`config.mk`:
```
export PLATFORM = sky130hd
export DESIGN_NAME = spi_xfer_arbiter
export DESIGN_NICKNAME = d
export VERILOG_FILES = /design/src/rtl/spi_xfer_arbiter.sv
export SDC_FILE = /design/constraint.sdc
export NUM_CORES = 1
export LEC_CHECK = 0
export CELL_PAD_IN_SITES_DETAIL_PLACEMENT = 0
export CELL_PAD_IN_SITES_GLOBAL_PLACEMENT = 1
export CORE_MARGIN = 1.5
export CORE_UTILIZATION = 26
export CTS_CLUSTER_SIZE = 40
export DETAILED_ROUTE_END_ITERATION = 16
export PLACE_DENSITY_LB_ADDON = 0.05
export SLEW_MARGIN = 20
export SYNTH_ARGS = -nofsm -noshare
export SYNTH_HDL_FRONTEND = slang
export SYNTH_SLANG_ARGS = --single-unit
```
`constraint.sdc`:
```
create_clock -name i_clk -period 1.35 [get_ports i_clk]
set_input_delay 0.27 -clock i_clk [delete_from_list [all_inputs] [get_ports i_clk]]
set_output_delay 0.27 -clock i_clk [all_outputs]
set_load 0.01 [all_outputs]
```
`src/rtl/spi_xfer_arbiter.sv`:
```
// Round-robin arbiter sharing one SPI master between two requesters.
// Latches the winner's word and mode, settles CKP/CPH, pulses start and reports completion or timeout.
module spi_xfer_arbiter #(
    parameter int DATA_W    = 16,
    parameter int SETUP_CYC = 2,
    parameter int TIMEOUT   = 64
) (
    input  logic              i_clk,
    input  logic              i_reset,     // active-low, synchronous
    input  logic              i_req0,
    input  logic              i_req1,
    input  logic [DATA_W-1:0] i_txd0,
    input  logic [DATA_W-1:0] i_txd1,
    input  logic [1:0]        i_mode0,
    input  logic [1:0]        i_mode1,
    output logic              o_gnt0,
    output logic              o_gnt1,
    output logic              o_done0,
    output logic              o_done1,
    output logic              o_err,
    output logic [DATA_W-1:0] o_rxd,
    output logic              o_m_start,
    output logic [DATA_W-1:0] o_m_txd,
    output logic              o_m_ckp,
    output logic              o_m_cph,
    output logic              o_m_cs_sel,
    input  logic              i_m_done,
    input  logic [DATA_W-1:0] i_m_rxd
);

    localparam int CNT_MAX = (TIMEOUT > SETUP_CYC) ? TIMEOUT : SETUP_CYC;
    localparam int CNT_W   = $clog2(CNT_MAX);

    typedef enum logic [2:0] {
        ST_IDLE,
        ST_SETUP,
        ST_START,
        ST_BUSY,
        ST_COMPLETE
    } state_t;

    state_t             r_state;
    state_t             w_state_next;
    logic [CNT_W-1:0]   r_cnt;
    logic               r_sel;
    logic               r_rr;
    logic               r_err;
    logic               r_ckp;
    logic               r_cph;
    logic [DATA_W-1:0]  r_txd;
    logic [DATA_W-1:0]  r_rxd;
    logic               w_win;
    logic               w_any_req;
    logic               w_timeout;
    logic               w_owned;

    assign w_any_req = i_req0 | i_req1;
    // With both requesting, the round-robin pointer names the one not served last.
    assign w_win     = (i_req0 & i_req1) ? r_rr : i_req1;
    assign w_timeout = (r_cnt == CNT_W'(TIMEOUT - 1));

    always_ff @(posedge i_clk) begin
        if (!i_reset) begin
            r_state <= ST_IDLE;
        end else begin
            r_state <= w_state_next;
        end
    end

    always_comb begin
        w_state_next = r_state;
        case (r_state)
            ST_IDLE: begin
                if (w_any_req) begin
                    w_state_next = ST_SETUP;
                end
            end
            ST_SETUP: begin
                if (r_cnt == CNT_W'(SETUP_CYC - 1)) begin
                    w_state_next = ST_START;
                end
            end
            ST_START: begin
                w_state_next = ST_BUSY;
            end
            ST_BUSY: begin
                if (i_m_done || w_timeout) begin
                    w_state_next = ST_COMPLETE;
                end
            end
            ST_COMPLETE: begin
                w_state_next = ST_IDLE;
            end
            default: begin
                w_state_next = ST_IDLE;
            end
        endcase
    end

    always_ff @(posedge i_clk) begin
        if (!i_reset) begin
            r_cnt <= '0;
            r_sel <= 1'b0;
            r_rr  <= 1'b0;
            r_err <= 1'b0;
            r_ckp <= 1'b0;
            r_cph <= 1'b0;
            r_txd <= '0;
            r_rxd <= '0;
        end else begin
            // Mode, word and index are captured only at grant so the SCK idle level never moves in IDLE.
            if (r_state == ST_IDLE && w_any_req) begin
                r_sel <= w_win;
                r_txd <= w_win ? i_txd1 : i_txd0;
                {r_ckp, r_cph} <= w_win ? i_mode1 : i_mode0;
            end

            if (r_state == ST_IDLE || w_state_next != r_state) begin
                r_cnt <= '0;
            end else begin
                r_cnt <= r_cnt + 1'b1;
            end

            if (r_state == ST_BUSY) begin
                r_err <= w_timeout & ~i_m_done;
                if (i_m_done) begin
                    r_rxd <= i_m_rxd;
                end
            end

            if (r_state == ST_COMPLETE) begin
                r_rr <= ~r_sel;
            end
        end
    end

    assign w_owned    = (r_state == ST_SETUP) || (r_state == ST_START) || (r_state == ST_BUSY);
    assign o_gnt0     = w_owned & ~r_sel;
    assign o_gnt1     = w_owned & r_sel;
    assign o_done0    = (r_state == ST_COMPLETE) & ~r_sel;
    assign o_done1    = (r_state == ST_COMPLETE) & r_sel;
    assign o_err      = (r_state == ST_COMPLETE) & r_err;
    assign o_rxd      = r_rxd;
    assign o_m_start  = (r_state == ST_START);
    assign o_m_txd    = r_txd;
    assign o_m_ckp    = r_ckp;
    assign o_m_cph    = r_cph;
    assign o_m_cs_sel = r_sel;

endmodule

```
Word-level counts from Yosys, hierarchy flattened

Index checks and enable logic that the tools add are counted.

$add $sub $neg: 1
Equality and inequality tests: 7
Multiplexer cells: 7
Bitwise logic cells: 11
Reduce and logical (&&, ||, !) cells: 8

Operators by type and width:

| operator            | number |
|---|---|
| $mux 16             | 1 |
| $pmux 3 s4          | 1 |
| $mux 3              | 3 |
| $and 1x1->1         | 7 |
| $add 6x1->6 const B | 1 |
| $eq 3x2->1 const B  | 2 |
| $eq 6x1->1 const B  | 1 |
| $eq 6x6->1 const B  | 1 |
| $logic_or 1x1->1    | 4 |
| $eq 3x1->1 const B  | 1 |
| $eq 3x3->1 const B  | 1 |
| $logic_not 3->1     | 1 |
| $ne 3x3->1          | 1 |
| $not 1->1           | 3 |
| $mux 2              | 1 |
| $reduce_and 2->1    | 1 |
| $reduce_or 2->1     | 1 |
| $logic_and 1x1->1   | 1 |
| $mux 1              | 1 |
| $or 1x1->1          | 1 |

Register bits after elaboration: 46
Input port bits: 57
Output and inout port bits: 41
Logic and storage cells: 43

Depth between registers and ports, before layout

Gate-level depths: netlist of the first run.

Word-level depth: 7
Mapped depth: 7
Depth with buffers taken out: 5

Worst setup path before layout of the first run

Ideal clock, no wire load.

Kind: reg2reg
Start: reg r_state[0]
End: reg r_sel (netlist: o_m_cs_sel)
Library setup time: 0.065 ns
Arrival: 1.340 ns
Data required time: 1.285 ns
Slack: -0.055 ns
Cell stages (with the launch flop): 5
Path buffers: 1
Period minus slack after synthesis: 1.405 ns
Cells stage by stage: dfxtp_1 -> buf_6 -> nor4_4 -> mux2_2 -> nor2_1

Longest elaborated chain between the ends: 2

RTL lines:

| what                     | line | text |
|---|---|---|
| start: declaration       | 42   | `state_t r_state;` |
| start signal: assignment | 66   | `r_state <= w_state_next;` |
| $logic_not 3->1          | 112  | `if (r_state == ST_IDLE && w_any_req) begin` |
| $logic_and 1x1->1        | 112  |  |
| end signal: assignment   | 113  | `r_sel <= w_win;` |
| end: declaration         | 45   | `logic r_sel;` |

No other way between the ends.
A chain may end at the register's enable or synchronous reset.

Worst setup path in the final report of the first run

Start: reg r_state[1]
End: reg r_txd[10] (netlist: o_m_txd[10])

Longest elaborated chain between the ends: 2

RTL lines:

| what                   | line | text |
|---|---|---|
| $logic_not 3->1        | 112  |  |
| $logic_and 1x1->1      | 112  |  |
| end signal: assignment | 114  | `r_txd <= w_win ? i_txd1 : i_txd0;` |
| end: declaration       | 50   | `logic [DATA_W-1:0] r_txd;` |

No other way between the ends.

==> summary.txt, run 1 <==
STA
  • Setup Skew: between 0.007 and 0.008 ns
  • Final setup TNS: -3.02 ns
  • Final setup fails: 41
  • Max transition margin: 0.773
  • Tcrit/Tclk final: 1.10
  • Max-slew violation count: 0
  • Hold Violations, Final: 0
  • Min Clock Period, post-route: approximately 1.5 ns
  • Hold slack final: between 0.4 and 0.5 ns
  • Max Freq: 676 MHz
  • Final worst slack: -0.130 ns
  • Slew @ Worst Pin: around 0.34 ns
  • RSZ-0062 raised after global routing: yes

Run status
  • Failing checks: negative setup slack
  • Status: finished, violations left

Clock network
  • Max Buffers Root-to-Sink: 2
  • Clock buffer count from CTS: 5
  • Clk sinks: 46
  • H-tree depth: 2
  • Root buf cell: clkbuf_8
  • Clock Pin Slew Worst Setup and Hold Paths: around 0.09 ns
  • Worst-Skew Late Latency: about 0.3 ns
  • TritonCTS clock tree: built

Setup path
  • Arr. time, crit path: about 1.7 ns
  • Crit path max-delay cell type: dfxtp_4
  • Reg-to-reg critical path endpoint: o_m_txd[10]$_SDFFE_PN0P_
  • Crit path launch type: register
  • Worst Path Max Fanout: 5
  • Reg2Reg Setup Slack: -0.13 ns
  • Delay of the slowest cell on the worst path: 0.38 ns
  • Crit path to: o_m_txd[10]$_SDFFE_PN0P_
  • Setup CP Type: reg -> reg
  • Crit end category: register
  • WP data required: 1.54 ns
  • Worst-path cell chain: buf_6, nor4_4, buf_6, buf_12, buf_12, clkbuf_16, a211oi_2
  • Crit path from: r_state[1]$_SDFF_PN0_
  • R2r startpoint: r_state[1]$_SDFF_PN0_
  • R2R depth: 7

Route
  • Routed WL: 6300 um
  • Residual DRC: 0
  • WL/cell: roughly 14 um
  • DRT Pass-1 Iters: 4
  • Initial drt markers: 43
  • Routed Antenna Nets: 0
  • Vias: roughly 2,100
  • Post-DR vias/cell: about 4.5

Finish
  • Share of layout cells above drive strength 1: 0.386
  • Post-Layout Cell Count: 457
  • Nets: slightly above 400
  • P&R area growth vs syn: 96.6%
  • Ant. Diodes: 0

Die
  • Rows: 32
  • # IOs: roughly 100
  • Die height: between 90 and 100 um
  • Chip width: between 90 and 100 um
  • Die footprint: about 0.0083 mm2
  • Core ar.: 0.00765 mm2
  • Starting Density: 0.265

Pwr
  • Worst VDD drop: 0.370 mV
  • PwrDens: between 800 and 900 mW/mm2
  • Leakage: approximately 0.0018 uW
  • Overall Power: around 3300 uW

Placed design
  • IO Port Bufs: slightly below 100
  • GPL Wtd Cong: 0.770
  • # placed instances: 430
  • Dpl ws: -0.481 ns
  • DP HPWL: approximately 3800 um

Global routing
  • First-pass GRT wire length: ~9700 um
  • Initial antenna violation count: 0
  • Largest net degree at the start of global routing: 22
  • Global-route usage over all layers: 0.145
  • Grt ovf: 0
  • Vias in the first global route: roughly 2,000

Synthesis
  • Yosys reg bits: 46
  • Distinct cell type count of the synthesized netlist: 35
  • Post-synthesis cell area: approximately 0.0020 mm2
  • Sequential area share after synthesis: 0.454
  • Mapped Nets: about 280
  • Avg Cell Area, Syn: between 9 and 10 um2
  • Mapped Cells: between 200 and 250
  • Synth warn: 0

Flow run
  • Max Cap Violations: 0

Min path
  • Hold path start: o_rxd[10]$_SDFFE_PN0P_
  • Hold crit path type: reg -> reg
## worst max-delay path, delay by kind of cell (launching register included)
kind                   cells  cell delay (ns)
AO/OA/AOI/OAI              1             0.05
flip-flops                 1             0.38
buffers and inverters      5             0.65
AND/OR/NAND/NOR            1             0.28
## sequential cells by signal, indices dropped and copies added (netlist names)
| register | flops |
|---|---|
| o_m_ckp | 1 |
| o_m_cph | 1 |
| o_m_cs_sel | 1 |
| o_m_txd | 16 |
| o_rxd | 16 |
| r_cnt | 6 |
| r_err | 1 |
| r_rr | 1 |
| r_state | 3 |
## cell families after synthesis
logic type                 count (synthesis)  synth area share
adders and majority gates                  2            0.0123
and+or+nand+nor                           90             0.204
DFF                                       46             0.454
AOI/OAI and AO/OA                         44             0.166
xor gates and xnor gates                   4            0.0173
muxes                                     19            0.0943
buffers and inverters                     18            0.0518
## metal layers
layer  wire length (um)  part of all wire  vias up  global-route usage
met5                  0                 0        -                   0
met4                 63             0.010        0              0.0352
met3                362             0.057        6              0.0394
met2               2800              0.44       65               0.235
met1               3070              0.49      962               0.191
li1                   -                 -     1042                   -
## per-stage QoR
step	area [um2]	util
after CTS	3720	0.486
after floorplan	2040	-
final	3990	0.522
after global placement	3280	0.429
after detailed placement	3280	0.429
after global routing	3990	0.522
## cells in the final DEF, fill, tap and decap left out, drive strengths merged, types with 3 or more instances in the layout
cell           synthesis  layout
clkdlybuf4s50          0      55
dfxtp                 46      46
buf                    8      44
dlygate4sd2            0      36
nand2                 36      36
nor2                  25      25
a21oi                 19      19
mux2i                 18      18
a211oi                18      18
nor3                  13      13
clkbuf                 5       7
inv                    5       5
nand3                  4       4
xor2                   3       3
o21ai                  3       3
## what timing repair did
| item | in CTS | in global routing |
|---|---|---|
| gates resized for setup | 94 | 77 |
| pin swaps | 10 | 47 |
| cloned | 6 | 2 |
| buffers inserted | 12 | 4 |
| hold endpoints to repair | 0 | 0 |
| hold buffers | 0 | 0 |
| setup endpoints to repair | 82 | 49 |
## area by class of cell
type | count | area (um2)
clock buffer | 5 | 68.8
clock inverter | 3 | 21.3
fill | 742 | 3660
inverter | 5 | 18.8
multi-input combinational | 159 | 1330
sequential | 46 | 938
tap | 102 | 128
timing repair buffer | 137 | 1480
## cells in the mapped netlist (all sizes together)
library cell	instances	area [um2]
o21bai	1	7.51
nor2	25	98.8
a21oi	19	95.1
xor2	3	26.3
inv	5	18.8
nand4	2	12.5
nand3	4	20.0
o21ai	3	15.0
ha	2	25.0
a32oi	1	8.76
clkbuf	5	20.0
and3	1	6.26
mux2i	18	180
and3b	1	8.76
nor3	13	65.1
and2	2	12.5
dfxtp	46	921
a311o	1	10.0
xnor2	1	8.76
nor3b	1	7.51
buf	8	66.3
a31oi	1	6.26
nor4	2	27.5
mux2	1	11.3
nand2b	2	12.5
a211oi	18	195
nand2	36	135
nand3b	1	7.51
## how the worst min path moves through the flow
| stage | cells past startpoint | slack (ns) | endpoint |
|---|---|---|---|
| finish | 2 | 0.45 | o_rxd[10]$_SDFFE_PN0P_ |
| global route | 2 | 0.47 | o_rxd[10]$_SDFFE_PN0P_ |
| CTS | 2 | 0.46 | o_rxd[15]$_SDFFE_PN0P_ |
| detailed placement | 2 | 0.45 | o_rxd[15]$_SDFFE_PN0P_ |
| global placement | 2 | 0.44 | o_rxd[14]$_SDFFE_PN0P_ |
| floorplan | 2 | 0.41 | r_rr$_SDFFE_PN0N_ |
## where the power goes
part           internal [uW]  total, uW  switching [uW]
Clock                    365        857             493
Combinational            548        944             396
Sequential              1420       1460            37.9
Note: power is estimated with default switching activity, not from simulation.
==> run 2: changes to the inputs <==
--- a/config.mk
+++ b/config.mk
@@ -11,7 +11,7 @@
 export CORE_UTILIZATION = 26
 export CTS_CLUSTER_SIZE = 40
 export DETAILED_ROUTE_END_ITERATION = 16
-export PLACE_DENSITY_LB_ADDON = 0.05
+export PLACE_DENSITY_LB_ADDON = 0.1
 export SLEW_MARGIN = 20
 export SYNTH_ARGS = -nofsm -noshare
 export SYNTH_HDL_FRONTEND = slang
==> run 2 against run 1 <==
The flow still finishes with violations (negative setup slack). Sequential power hardly changed. Clock skew up 0.00087 ns. Clock power grew 19%. Sequential share of layout area is 0.36 points lower. Fmax fell by 0.57%. Register-to-register slack about the same. Utilization increased by 0.61 points. Final area up 1.2%. Hold slack got worse by 0.0030 ns. Setup slack lost 0.0085 ns. Critical path type unchanged. Largest power group unchanged.
==> summary.txt, run 2 (same netlist as run 1, synthesis figures left out) <==
Setup path
  • Setup CP Type: reg -> reg
  • WP data required: 1.59 ns (+0.05 ns)
  • Worst Path Max Fanout: 5 (unchanged)
  • Reg2Reg Setup Slack: -0.14 ns (about the same)
  • Crit end category: register
  • Crit path launch type: register
  • Arr. time, crit path: 1.73 ns (+0.06 ns)

Route
  • Post-DR vias/cell: 4.52 (-0.56%)
  • Vias: 2,095 (+0.96%)
  • Routed Antenna Nets: 0 (unchanged)
  • WL/cell: 14.1 um (+2.1%)
  • Residual DRC: 0 (unchanged)
  • Initial drt markers: 46 (+7.0%)
  • Routed WL: 6530 um (+3.7%)
  • DRT Pass-1 Iters: 4 (unchanged)

Clock network
  • Root buf cell: clkbuf_8
  • Max Buffers Root-to-Sink: 2 (unchanged)
  • TritonCTS clock tree: built
  • H-tree depth: 2 (unchanged)
  • Clock buffer count from CTS: 5 (unchanged)
  • Clock Pin Slew Worst Setup and Hold Paths: 0.09 ns (about the same)
  • Worst-Skew Late Latency: 0.30 ns (about the same)
  • Clk sinks: 46 (unchanged)

Min path
  • Hold crit path type: reg -> reg

Placed design
  • GPL Wtd Cong: 0.680 (-12%)
  • DP HPWL: 4090 um (+8.8%)
  • Placed inst area: 0.00331 mm2 (+0.76%)
  • IO Port Bufs: 97 (unchanged)

Finish
  • Fillers: 721 (-2.8%)
  • Most frequent cells in the layout: 54 x clkdlybuf4s50_1, 39 x dfxtp_1, 36 x dlygate4sd2_1
  • P&R area growth vs syn: 98.9%
  • Ant. Diodes: 0 (unchanged)
  • Nets: 420 (+1.7%)
  • Final instance area: 0.00404 mm2 (+1.2%)
  • Share of layout cells above drive strength 1: 0.420 (+0.0340)
  • Commonest non-fill, non-tap cell in the layout: clkdlybuf4s50_1
  • Final core occ: 0.528 (+0.00605)

STA
  • Slew @ Worst Pin: 0.338 ns (+0.000319 ns)
  • Setup Skew: 0.00814 ns (+0.000868 ns)
  • Hold slack final: 0.452 ns (-0.00299 ns)
  • Max-slew violation count: 0 (unchanged)
  • Final worst slack: -0.139 ns (-0.00855 ns)
  • Hold Violations, Final: 0 (unchanged)
  • RSZ-0062 raised after global routing: yes
  • Min Clock Period, post-route: 1.49 ns (+0.00855 ns)
  • Tcrit/Tclk final: 1.10 (+0.00633)
  • Max Freq: 672 MHz (-0.57%)
  • Max transition margin: 0.773 (about the same)
  • Final setup fails: 46 (+12%)

Pwr
  • Overall Power: 3480 uW (+6.7%)
  • Leakage: 0.00170 uW (-3.7%)
  • PwrDens: 862 mW/mm2 (+5.5%)
  • Worst VDD drop: 0.511 mV (+38%)

Run status
  • Failing checks: negative setup slack
  • Status: finished, violations left

Global routing
  • Global-route usage over all layers: 0.162 (+0.0165)
  • First-pass GRT wire length: 10,500 um (+7.9%)
  • Largest net degree at the start of global routing: 21 (-4.5%)
  • Vias in the first global route: 2,119 (+5.5%)
  • Grt ovf: 0 (unchanged)
  • Initial antenna violation count: 0 (unchanged)

Die
  • Die height: 91.4 um (unchanged)
  • Core ar.: 0.00765 mm2 (unchanged)
  • Chip width: 91.4 um (unchanged)
  • # IOs: 98 (unchanged)
  • Rows: 32 (unchanged)
  • Die footprint: 0.00834 mm2 (unchanged)
  • Starting Density: 0.265 (unchanged)

Flow run
  • Max Cap Violations: 0 (unchanged)
-- run 2: cell types whose count changed in the layout (fill, tap and decap cells not counted), sizes merged --
cell,delta
and2,+1
buf,+8
clkdlybuf4s50,-1
dlymetal6s2s,+1
clkbuf,-1
clkinv,-2
bufinv,+1
-- run 2: path summary, 6_finish.rpt --
| check | start | end | depth (start not counted) |
|---|---|---|---|
| min reg2reg | o_rxd[3]$_SDFFE_PN0P_ | o_rxd[3]$_SDFFE_PN0P_ | 2 |
| max | r_state[2]$_SDFF_PN0_ | o_m_cs_sel$_SDFFE_PN0P_ | 6 |
| min | o_rxd[3]$_SDFFE_PN0P_ | o_rxd[3]$_SDFFE_PN0P_ | 2 |
| max reg2reg | r_state[2]$_SDFF_PN0_ | o_m_cs_sel$_SDFFE_PN0P_ | 6 |
-- run 2: layout make-up --
| cell class | count | area, um2 | area share |
|---|---|---|---|
| Multi-Input combinational cell | 160 | 1350 | 0.334 |
| Sequential cell | 46 | 935 | 0.232 |
| Clock inverter | 2 | 37.5 | 0.00930 |
| Inverter | 5 | 21.3 | 0.00527 |
| Clock buffer | 6 | 72.6 | 0.0180 |
| Timing Repair Buffer | 143 | 1490 | 0.370 |
| Tap cell | 102 | 128 | 0.0316 |
-- run 2: per-layer routing --
metal  global-route usage  wire, um  up-vias
li1                     -         -     1056
met4               0.0469        79        0
met1                0.199      2950      980
met5                    0         0        -
met2                0.282      3230       51
met3               0.0335       268        8
-- run 2: worst max-delay path, stage by stage, from the launching register on --
cell,delay (ns)
dfxtp_2,0.35
buf_6,0.14
nor4_4,0.28
buf_6,0.19
buf_6,0.10
mux2_4,0.28
nor2_1,0.08
-- run 2: report_power, final --
part	switching, uW	internal [uW]	leakage (uW)
registers	47.0	1420	0.000379
clock network	468	553	0.0000514
logic	405	583	0.00127
-- run 2: repair_timing --
action                                 CTS  global route
setup endpoints to repair               76            50
hold buffers                             0             0
cloned                                   7             0
endpoints found under the hold margin    0             0
setup buffers                           11             4
resized for setup                      151            27
pin swaps                               45            14
-- run 2: stage by stage --
step,std cells,worst slack (ns),TNS [ns]
final,464,-0.139,-2.93
after global routing,464,-0.198,-6.01
after CTS,460,-0.142,-3.31
after detailed placement,435,-0.497,-12.70
after global placement,435,-0.424,-11.53
after floorplan,223,-0.0191,-0.225
